--- src/rtl/hasti_sram_bridge.sv ---
// AHB-lite (HASTI) slave mapping an aligned address window onto a single-port synchronous SRAM.
// Inserts wait states for SRAM read latency and write/read port collisions; illegal accesses get ERROR.
module hasti_sram_bridge #(
    parameter int unsigned            ADDR_WIDTH   = 32,
    parameter int unsigned            MEM_AW       = 10,
    parameter logic [ADDR_WIDTH-1:0]  BASE_ADDR    = '0,
    parameter int unsigned            READ_LATENCY = 1
) (
    input  logic                  clk,
    input  logic                  reset,
    input  logic                  hsel,
    input  logic [ADDR_WIDTH-1:0] haddr,
    input  logic                  hwrite,
    input  logic [2:0]            hsize,
    input  logic [1:0]            htrans,
    input  logic [2:0]            hburst,
    input  logic [3:0]            hprot,
    input  logic                  hmastlock,
    input  logic [31:0]           hwdata,
    input  logic                  hready,
    output logic                  hreadyout,
    output logic                  hresp,
    output logic [31:0]           hrdata,
    output logic [MEM_AW-1:0]     sram_address,
    output logic [3:0]            sram_byteena,
    output logic [31:0]           sram_data,
    output logic                  sram_wren,
    input  logic [31:0]           sram_q
);

    localparam int unsigned TAG_LSB  = MEM_AW + 2;
    localparam logic [1:0]  CNT_INIT = 2'(READ_LATENCY - 1);

    typedef enum logic [2:0] {
        S_IDLE,
        S_WR,
        S_RD,
        S_RDD,
        S_ERR1,
        S_ERR2
    } state_e;

    state_e            state_q, state_d;
    logic [MEM_AW-1:0] addr_q, addr_d;
    logic [3:0]        be_q, be_d;
    logic [1:0]        cnt_q, cnt_d;
    logic [MEM_AW-1:0] sram_address_q;
    logic [3:0]        sram_byteena_q;
    logic [31:0]       sram_data_q;

    logic rd_done, slot_free, accept, legal, align_ok, issue_rd;
    logic unused_ok;

    assign unused_ok = ^{hburst, hprot, hmastlock, htrans[0]};

    function automatic logic [3:0] lane_mask(input logic [2:0] size, input logic [1:0] a);
        case (size)
            3'd0:    return 4'b0001 << a;
            3'd1:    return 4'b0011 << {a[1], 1'b0};
            default: return 4'hF;
        endcase
    endfunction

    always_comb begin
        case (hsize)
            3'd0:    align_ok = 1'b1;
            3'd1:    align_ok = ~haddr[0];
            3'd2:    align_ok = (haddr[1:0] == 2'b00);
            default: align_ok = 1'b0;
        endcase
    end

    assign legal = (hsize <= 3'd2) && align_ok &&
                   (haddr[ADDR_WIDTH-1:TAG_LSB] == BASE_ADDR[ADDR_WIDTH-1:TAG_LSB]);

    // New transfers are only taken in cycles that end a data phase with hreadyout high.
    assign rd_done   = (state_q == S_RD) && (cnt_q == 2'd0);
    assign slot_free = (state_q == S_IDLE) || (state_q == S_WR) || (state_q == S_ERR2) || rd_done;
    assign accept    = hsel && hready && htrans[1] && slot_free;
    // While WR owns the SRAM port, a read must be deferred to RDD instead.
    assign issue_rd  = accept && legal && !hwrite && (state_q != S_WR);

    // NOTE: sequential state uses non-blocking assignments so every register samples pre-edge values.
    always_ff @(posedge clk or posedge reset) begin
        if (reset) begin
            state_q        <= S_IDLE;
            addr_q         <= '0;
            be_q           <= '0;
            cnt_q          <= '0;
            sram_address_q <= '0;
            sram_byteena_q <= '0;
            sram_data_q    <= '0;
        end else begin
            state_q        <= state_d;
            addr_q         <= addr_d;
            be_q           <= be_d;
            cnt_q          <= cnt_d;
            sram_address_q <= sram_address;
            sram_byteena_q <= sram_byteena;
            sram_data_q    <= sram_data;
        end
    end

    // NOTE: every combinational output gets a default first so no path can infer a latch.
    always_comb begin
        state_d = state_q;
        addr_d  = addr_q;
        be_d    = be_q;
        cnt_d   = cnt_q;
        case (state_q)
            S_ERR1: state_d = S_ERR2;
            S_RDD: begin
                state_d = S_RD;
                cnt_d   = CNT_INIT;
            end
            S_RD: begin
                if (cnt_q != 2'd0) cnt_d   = cnt_q - 2'd1;
                else               state_d = S_IDLE;
            end
            default: state_d = S_IDLE;
        endcase
        if (accept) begin
            if (!legal) begin
                state_d = S_ERR1;
            end else if (hwrite) begin
                state_d = S_WR;
                addr_d  = haddr[TAG_LSB-1:2];
                be_d    = lane_mask(hsize, haddr[1:0]);
            end else if (state_q == S_WR) begin
                state_d = S_RDD;
                addr_d  = haddr[TAG_LSB-1:2];
            end else begin
                state_d = S_RD;
                cnt_d   = CNT_INIT;
            end
        end
    end

    assign hreadyout = !((state_q == S_RDD) || (state_q == S_ERR1) ||
                         ((state_q == S_RD) && (cnt_q != 2'd0)));
    assign hresp     = (state_q == S_ERR1) || (state_q == S_ERR2);

    always_comb begin
        hrdata       = '0;
        sram_wren    = 1'b0;
        sram_address = sram_address_q;
        sram_byteena = sram_byteena_q;
        sram_data    = sram_data_q;
        case (state_q)
            S_WR: begin
                sram_wren    = 1'b1;
                sram_address = addr_q;
                sram_byteena = be_q;
                sram_data    = hwdata;
            end
            S_RDD: begin
                sram_address = addr_q;
                sram_byteena = 4'hF;
            end
            S_RD: begin
                if (cnt_q == 2'd0) hrdata = sram_q;
            end
            default: ;
        endcase
        if (issue_rd) begin
            sram_address = haddr[TAG_LSB-1:2];
            sram_byteena = 4'hF;
        end
    end

endmodule
--- config.mk ---
export PLATFORM = sky130hd
export DESIGN_NAME = hasti_sram_bridge
export DESIGN_NICKNAME = d
export VERILOG_FILES = /design/src/rtl/hasti_sram_bridge.sv
export SDC_FILE = /design/constraint.sdc
export NUM_CORES = 1
export LEC_CHECK = 0
export CAP_MARGIN = 10
export CORE_MARGIN = 4
export CORE_UTILIZATION = 39
export CTS_CLUSTER_DIAMETER = 50
export DETAILED_ROUTE_END_ITERATION = 10
export PLACE_DENSITY_LB_ADDON = 0.1
export SYNTH_ARGS = -nofsm -noshare
export SYNTH_HDL_FRONTEND = slang
export SYNTH_SLANG_ARGS = --single-unit
--- constraint.sdc ---
create_clock -name clk -period 6.85 [get_ports clk]
set_input_delay 1.0275 -clock clk [delete_from_list [all_inputs] [get_ports clk]]
set_output_delay 1.0275 -clock clk [all_outputs]
set_load 0.02 [all_outputs]
# --- After elaboration in Yosys (flattened, before gate mapping) ---
# Index checks and enable logic that the tools add are counted.
word_totals:
  reg_bits: 65
  in_bits: 114
  out_inout_bits: 81
  wordCells: 73
classes:
  add_sub_neg: 1
  magnitude_cmp: 1
  n_eq_ne: 9
  shifts: 2
  muxes: 24
  bitwise: 1
  reduce_logical: 28
ops:
  columns: ["operator", "count"]
  rows:
  - ["2-to-1 mux 32 bit", 3]
  - ["2-to-1 mux 10 bit", 4]
  - ["logical NOT 20 bit", 1]
  - ["one-hot mux 4 bit (2 select lines)", 2]
  - ["2-to-1 mux 2 bit", 6]
  - ["logical AND 1 bit", 10]
  - ["== test 3 x 2 -> 1 bit, second input constant", 3]
  - ["2-to-1 mux 3 bit", 3]
  - ["one-hot mux 3 bit (3 select lines)", 1]
  - ["== test 3 x 1 -> 1 bit, second input constant", 2]
  - ["== test 3 bit, second input constant", 2]
  - ["logical NOT 3 bit", 2]
  - ["logical OR 1 bit", 6]
  - ["AND reduction 3 bit", 2]
  - ["logical NOT 2 bit", 2]
  - ["2-to-1 mux 4 bit", 1]
  - ["one-hot mux 2 bit (2 select lines)", 1]
  - ["nonzero test 2 bit", 2]
  - ["<< shifter 1 x 2 -> 4 bit, first input constant", 1]
  - ["<< shifter 2 x 2 -> 4 bit, first input constant", 1]
  - ["less-or-equal comparator 3 x 2 -> 1 bit, second input constant", 1]
  - ["!= test 3 x 1 -> 1 bit, second input constant", 1]
  - ["!= test 3 bit, second input constant", 1]
  - ["one-hot mux 1 bit (3 select lines)", 1]
  - ["other kinds (5)", 7]

# --- Depth between registers and ports, before layout ---
# Gate-level depths: netlist of the first run.
depth:
  ltp_word: 9
  mapped_depth: 9

# --- Worst setup path before layout of the first run ---
# No wires, ideal clock.
synth_path:
  path_type: "input -> output"
  startpoint: "in haddr[24]"
  endpoint: "out sram_address[5]"
  arrival_ns: 2.533
  required_ns: 5.822
  slack_ns: 3.289
  path_stages: 7
  path_buffers: 2
  cell_sequence: "nor4_1 -> nand4_1 -> nor3_1 -> and3_1 -> buf_6 -> buf_8 -> mux2_4"
synth_via:
  elab_chain_len: 6
synth_lines:
  columns: ["element", "line", "text"]
  rows:
  - ["from (decl)", "12", "input logic [ADDR_WIDTH-1:0] haddr,"]
  - ["logical NOT 20 bit", "74", "(haddr[ADDR_WIDTH-1:TAG_LSB] == BASE_ADDR[ADDR_WIDTH-1:TAG_LSB]);"]
  - ["logical AND 1 bit", "73", "assign legal = (hsize <= 3'd2) && align_ok &&"]
  - ["logical AND 1 bit (3 in series)", "81", "assign issue_rd = accept && legal && !hwrite && (state_q != S_WR);"]
  - ["2-to-1 mux 10 bit", "165", "if (issue_rd) begin"]
  - ["to (decl)", "24", "output logic [MEM_AW-1:0] sram_address,"]
# Every way passes these cells.

# --- Worst setup path after layout of the first run ---
layout_path:
  startpoint: "in hsize[2]"
  endpoint: "out sram_address[3]"
layout_via:
  elab_chain_len: 8
layout_lines:
  columns: ["element", "line", "text"]
  rows:
  - ["from (decl)", "14", "input logic [2:0] hsize,"]
  - ["== test 3 x 2 -> 1 bit, or another cell as far along", "65", "case (hsize)"]
  - ["one-hot mux 1 bit (3 select lines)", "65", null]
  - ["logical AND 1 bit (*) (2 in series)", "73", null]
  - ["logical AND 1 bit (*) (3 in series)", "81", null]
  - ["2-to-1 mux 10 bit (*)", "165", null]
# Mark *: on every way between the ends. The rest lies on a longest branch, timed or not.

==> results of run 1 <==
worst max path at each step:
| stage | from | to | cells after the start |
|---|---|---|---|
| 2_1_floorplan | haddr[24] | sram_address[5] | 7 |
| 3_3_place_gp | hsize[2] | sram_address[3] | 7 |
| 3_5_place_dp | hsize[2] | sram_address[0] | 7 |
| 4_1_cts | hsize[2] | sram_address[3] | 7 |
| 5_1_grt | hsize[2] | sram_address[3] | 7 |
| 6_report | hsize[2] | sram_address[3] | 7 |
cells in the mapped netlist (2+ instances only):
cell / count / area share
dfrtp_1: 65 / 0.54
nand2b_1: 6 / 0.013
nor2b_1: 2 / 0.0042
nand2_1: 131 / 0.16
nor4_1: 4 / 0.0084
clkbuf_1: 11 / 0.014
and2_1: 32 / 0.067
nor2_1: 7 / 0.0088
o22ai_1: 5 / 0.010
mux2_4: 4 / 0.020
nand3_1: 2 / 0.0033
nor3_1: 3 / 0.0050
inv_1: 4 / 0.0050
a21oi_1: 3 / 0.0050
o21ai_0: 5 / 0.0084
buf_6: 2 / 0.0075
mux2_2: 20 / 0.075
sequential cells by signal (all words and copies together), names as in the netlist:
name,flops
cnt_q,2
sram_data_q,32
sram_address_q,10
state_q,3
be_q,4
addr_q,10
sram_byteena_q,4
worst max-delay path: cells and delay by family:
kind	cells	cell delay, ns
simple gates	4	1.66
mux	1	0.43
buf+inv	2	0.99
metrics by stage:
stage | setup slack (ns) | total power, mW | utilization | hold WS [ns]
floorplan | 3.289 | 0.9350 | - | 0.4792
global placement | 1.702 | 1.332 | 0.6662 | 0.4518
detailed placement | 1.728 | 1.349 | 0.6662 | 0.4575
CTS | 1.716 | 1.719 | 0.6973 | 0.4763
global route | 1.506 | 1.795 | 0.6973 | 0.4882
finish | 1.710 | 1.699 | 0.6973 | 0.4713
cells by family (layout without fill, tap and decap cells):
group / count (synthesis) / after routing
AND/OR/NAND/NOR: 193 / 193
flip-flops: 65 / 65
multiplexers: 24 / 24
AO/OA/AOI/OAI: 16 / 16
buffers and inverters: 20 / 209
where the power goes:
| part | internal [mW] | leakage, nW | switching (mW) |
|---|---|---|---|
| logic | 0.359 | 1.41 | 0.448 |
| registers | 0.492 | 0.840 | 0.0345 |
| clock network | 0.215 | 0.105 | 0.150 |
final cells by class:
type | count | area (sq um) | share of cell area
timing repair buffer | 188 | 1874 | 0.3647
sequential | 65 | 1627 | 0.3165
multi-input combinational | 233 | 1261 | 0.2454
clock buffer | 10 | 137.6 | 0.02678
tap | 99 | 123.9 | 0.02411
clock inverter | 6 | 91.34 | 0.01777
inverter | 5 | 23.77 | 0.004626
routing by layer:
layer / vias up / global-route usage / wire length, um
met5: - / 0 / 0
met3: 13 / 0.07340 / 998
met1: 1285 / 0.2176 / 3434
met2: 114 / 0.3301 / 4514
met4: 0 / 0.06991 / 132
li1: 1378 / - / -
==> results_dict.tcl, run 1 <==
set metrics [dict create \
    ys.flop_type "dfrtp_1" \
    drtIter0Drc 79 \
    drc_errors 0 \
    root_buffer "clkbuf_8" \
    syn_nets 432 \
    design.portCount 195 \
    cts.sinks 65 \
    dieArea_sq_um 9147 \
    period_share 0.7504 \
    vias 2790 \
    rows 31 \
    syn_area_per_cell_sq_um 9.419 \
    place_hpwl_mm 6.856 \
    worstHoldStart "sram_data_q[3]" \
    min_path_type "reg -> reg" \
    yosys_warnings 0 \
    hold_viol 0 \
    core_sq_um 7370 \
    slowest_stage "and3_1" \
    clk_pin_slew_ns 0.07 \
    grt_max_degree 66 \
    slew_headroom 0.2029 \
    cp_max_fo 16 \
    synth_fa_ha_area_frac 0 \
    port-buffer-count 185 \
    dr.pass1.iters 4 \
    diodes 0 \
    tightest_slew_ns 1.191 \
    timing.setup.tns_ns 0 \
    viasPerCell 4.604 \
    grt_pass1_vias 2724 \
    final_common_cell "clkdlybuf4s50_1" \
    grt_overflow 0 \
    r2r-end "sram_address_q[3]" \
    synth.yosys.seq_area_share 0.5430 \
    synth_cell_types 29 \
    mostFrequentLayoutCells "clkdlybuf4s50_1 (185), nand2_1 (131), dfrtp_1 (65)" \
    start_util 0.4065 \
    worstHoldEndpoint "sram_data_q[3]" \
    p_per_area_nw_per_um2 330.6 \
    stdcell_count 606 \
    r2r_start "state_q[2]" \
    insertion_delay_ns 0.34 \
    drive_above_1_share 0.09270 \
    arrival_ns 4.11 \
    gr-usage-all-layers 0.1926 \
    worstPathCellList "clkdlybuf4s50_1 -> nor4_1 -> nand4_1 -> nor3_1 -> and3_1 -> mux2_2 -> clkdlybuf4s50_1" \
    slowest_delay_ns 0.77 \
    postCtsSetupBuffers 0 \
    cp-end-kind "output port" \
    required_ns 5.82 \
    place_congestion 0.7672 \
    syn_area_sq_um 2995 \
    synth_edf_count 0 \
    tritoncts "built" \
    area_growth_pct 71.55 \
    placed_cell_area_sq_um 4910 \
    worstSetupPathType "in -> out" \
    clock_skew_ns 0.01342 \
    final_area_sq_um 5139 \
    nNetsFinal 616 \
    wl_per_cell_um 14.98 \
    routed_wl_mm 9.079 \
    synth_seq_cells 65 \
    start_kind "input pin" \
    die_y_um 95.64 \
    grt_pass1_wl_mm 13.46 \
    synth_xor_area_frac 0 \
    synth_compound_area_frac 0.03759 \
    numCtsBuffers 9 \
    synth-simple-area-share 0.2882 \
    placedCellCount 590 \
    reg2regPathDepth 7 \
    synthArstFlopShare 1.000 \
    final_antenna_net_count 0 \
    synth_top_family_by_area "simple AND/OR/NAND/NOR gates" \
    synth_cells 318 \
    fmax_ghz 0.1945 \
    finalSetupViolCount 0 \
    antenna_found_initial 0 \
    rsz0062_at_grt "no" \
    nFillCells 590 \
    min_period_ns 5.140 \
    cts_buffer_depth 2 \
    drv_cap 0 \
    muxShareOfSynthArea 0.09524 \
    ir_worst_vdd_mv 0.2818 \
    critPathMostFrequentCell "clkdlybuf4s50_1" \
    ctsResizeCount 0 \
    p_leak_nw 2.359 \
    chipWidth_um 95.64 \
    htreeDepth 3 \
    rrSetupSlack_ns 3.61 \
    ctsHoldBuffers 0 \
    slew_violations 0 \
    whs_path_depth 2 \
    outcome "finished, final reports clean" \
]
Note: power is estimated with default switching activity, not from simulation.
==> run 2, diff against run 1 <==
Settings changed: CORE_UTILIZATION 39 to 36.
Clock period 6.85 ns to 5 ns, I/O delays scaled along.
==> run 2 against run 1 <==
Register-to-register slack got worse by 1.2 ns. First-iteration DRC count rose by 30%. Via count is 1.3% higher. Global-route usage decreased by 0.95 points. Hold slack worse by 0.00097 ns. Power rose by 37%. Largest cell class unchanged. Largest power group unchanged.
==> results_dict.tcl, run 2 (synthesis results as in run 1) <==
set metrics [dict create \
    dieArea_sq_um 9844 \
    ir_worst_vdd_mv 0.4045 \
    cts_buffer_depth 2 \
    min_path_type "reg -> reg" \
    nNetsFinal 617 \
    antenna_found_initial 0 \
    final_util 0.6336 \
    met3_length_um 777 \
    htreeDepth 3 \
    placed_cell_area_sq_um 4925 \
    top_layer "met4" \
    port-buffer-count 185 \
    grt_pass1_wl_mm 14.17 \
    period_share 0.8715 \
    min_period_ns 4.358 \
    cts.sinks 65 \
    gr-usage-all-layers 0.1831 \
    critical-path-top-delay-family "simple AND/OR/NAND/NOR gates" \
    critPathMostFrequentCell "clkdlybuf4s50_1" \
    cp_max_fo 13 \
    arrival_ns 3.61 \
    p_leak_nw 2.375 \
    hold_viol 0 \
    ctsResizeCount 0 \
    outcome "finished, final reports clean" \
    largest_reg_flops 32 \
    core_sq_um 8134 \
    slew_headroom 0.3592 \
    drc_errors 0 \
    p_per_area_nw_per_um2 451.3 \
    insertion_delay_ns 0.33 \
    stdcell_count 612 \
    placedCellCount 597 \
    cp-end-kind "output port" \
    regMostFlops "sram_data_q" \
    die_y_um 99.22 \
    start_kind "input pin" \
    finalSetupViolCount 0 \
    wl_per_cell_um 14.94 \
    rows 33 \
    slowest_delay_ns 0.55 \
    top_regs "sram_data_q: 32 flops, addr_q: 10 flops, sram_address_q: 10 flops" \
    cp_num_cells 8 \
    tritoncts "built" \
    chipWidth_um 99.22 \
    slew_violations 0 \
    slowest_stage "clkdlybuf4s50_1" \
    drive_above_1_share 0.09073 \
    clk_pin_slew_ns 0.07 \
    place_hpwl_mm 7.040 \
    crit_buf_inv 3 \
    design.portCount 195 \
    tightest_slew_ns 0.9577 \
    place_congestion 0.8780 \
    drv_cap 0 \
    vias 2825 \
    whs_path_depth 2 \
    drt-met1-wl_mm 3.637 \
    final_area_sq_um 5154 \
    required_ns 4.25 \
    grt_overflow 0 \
    drtIter0Drc 103 \
    nFillCells 716 \
    clock_skew_ns 0.005959 \
    route.met2.wl_mm 4.630 \
    timing.setup.tns_ns 0 \
    mostFrequentLayoutCells "clkdlybuf4s50_1 (185), nand2_1 (131), dfrtp_1 (65)" \
    ff_latch_area_sq_um 1627 \
    viasPerCell 4.616 \
    reg2regPathDepth 6 \
    ctsHoldBuffers 0 \
    multi_input_area_sq_um 1261 \
    area_growth_pct 72.06 \
    fmax_ghz 0.2295 \
    start_util 0.3683 \
    dr.pass1.iters 4 \
    routed_wl_mm 9.146 \
    final_antenna_net_count 0 \
    postCtsSetupBuffers 0 \
    worstSetupPathType "in -> out" \
    worstPathCellList "clkdlybuf4s50_1 -> nor4_1 -> nand4_1 -> nor3_1 -> and3_1 -> buf_4 -> mux2_2 -> clkdlybuf4s50_1" \
    grt_max_degree 66 \
    diodes 0 \
    numCtsBuffers 9 \
    rsz0062_at_grt "no" \
    root_buffer "clkbuf_8" \
    grt_pass1_vias 2875 \
    final_common_cell "clkdlybuf4s50_1" \
]
-- run 2: metal layers --
metal | track usage | vias up
met1 | 0.2095 | 1315
met3 | 0.06452 | 6
met2 | 0.3223 | 124
met5 | 0 | -
li1 | - | 1380
met4 | 0.05357 | 0
-- run 2: final cells by class --
cell class,instances,area share
Timing Repair Buffer,189,0.3651
Inverter,5,0.004613
Clock inverter,2,0.01165
Tap cell,105,0.02549
Multi-Input combinational cell,233,0.2447
Sequential cell,65,0.3156
Clock buffer,13,0.03277
-- run 2: worst reg2reg max path: stages, from the launching register on --
cell and delay, ns:
dfrtp_1 0.46, nand2b_1 0.40, or2_1 0.37, clkinv_4 0.22
nor2_1 0.08, nand3b_1 0.49, mux2_2 0.44
-- run 2: power breakdown --
part	switching [mW]	total, mW	internal [mW]
logic	0.612	1.10	0.492
clock network	0.186	0.505	0.319
registers	0.0437	0.718	0.674
-- run 2: final timing paths --
path | from | endpoint | slack [ns]
hold / removal | sram_data_q[12] | sram_data_q[12] | 0.47
min in group asynchronous | reset | sram_data_q[17] | 0.98
setup reg to reg | state_q[2] | addr_q[3] | 2.41
hold reg to reg | sram_data_q[12] | sram_data_q[12] | 0.47
max in group asynchronous | reset | sram_byteena_q[1] | 3.50
setup / recovery | hsize[2] | sram_address[9] | 0.64
-- run 2: per-stage QoR --
step / hold slack (ns) / setup WS [ns] / power [mW]
final: 0.4704 / 0.6424 / 2.326
after global routing: 0.5011 / 0.3864 / 2.470
after CTS: 0.4740 / 0.6298 / 2.364
after detailed placement: 0.4565 / 0.6370 / 1.845
after global placement: 0.4523 / 0.7145 / 1.829
after floorplan: 0.4792 / 1.994 / 1.281
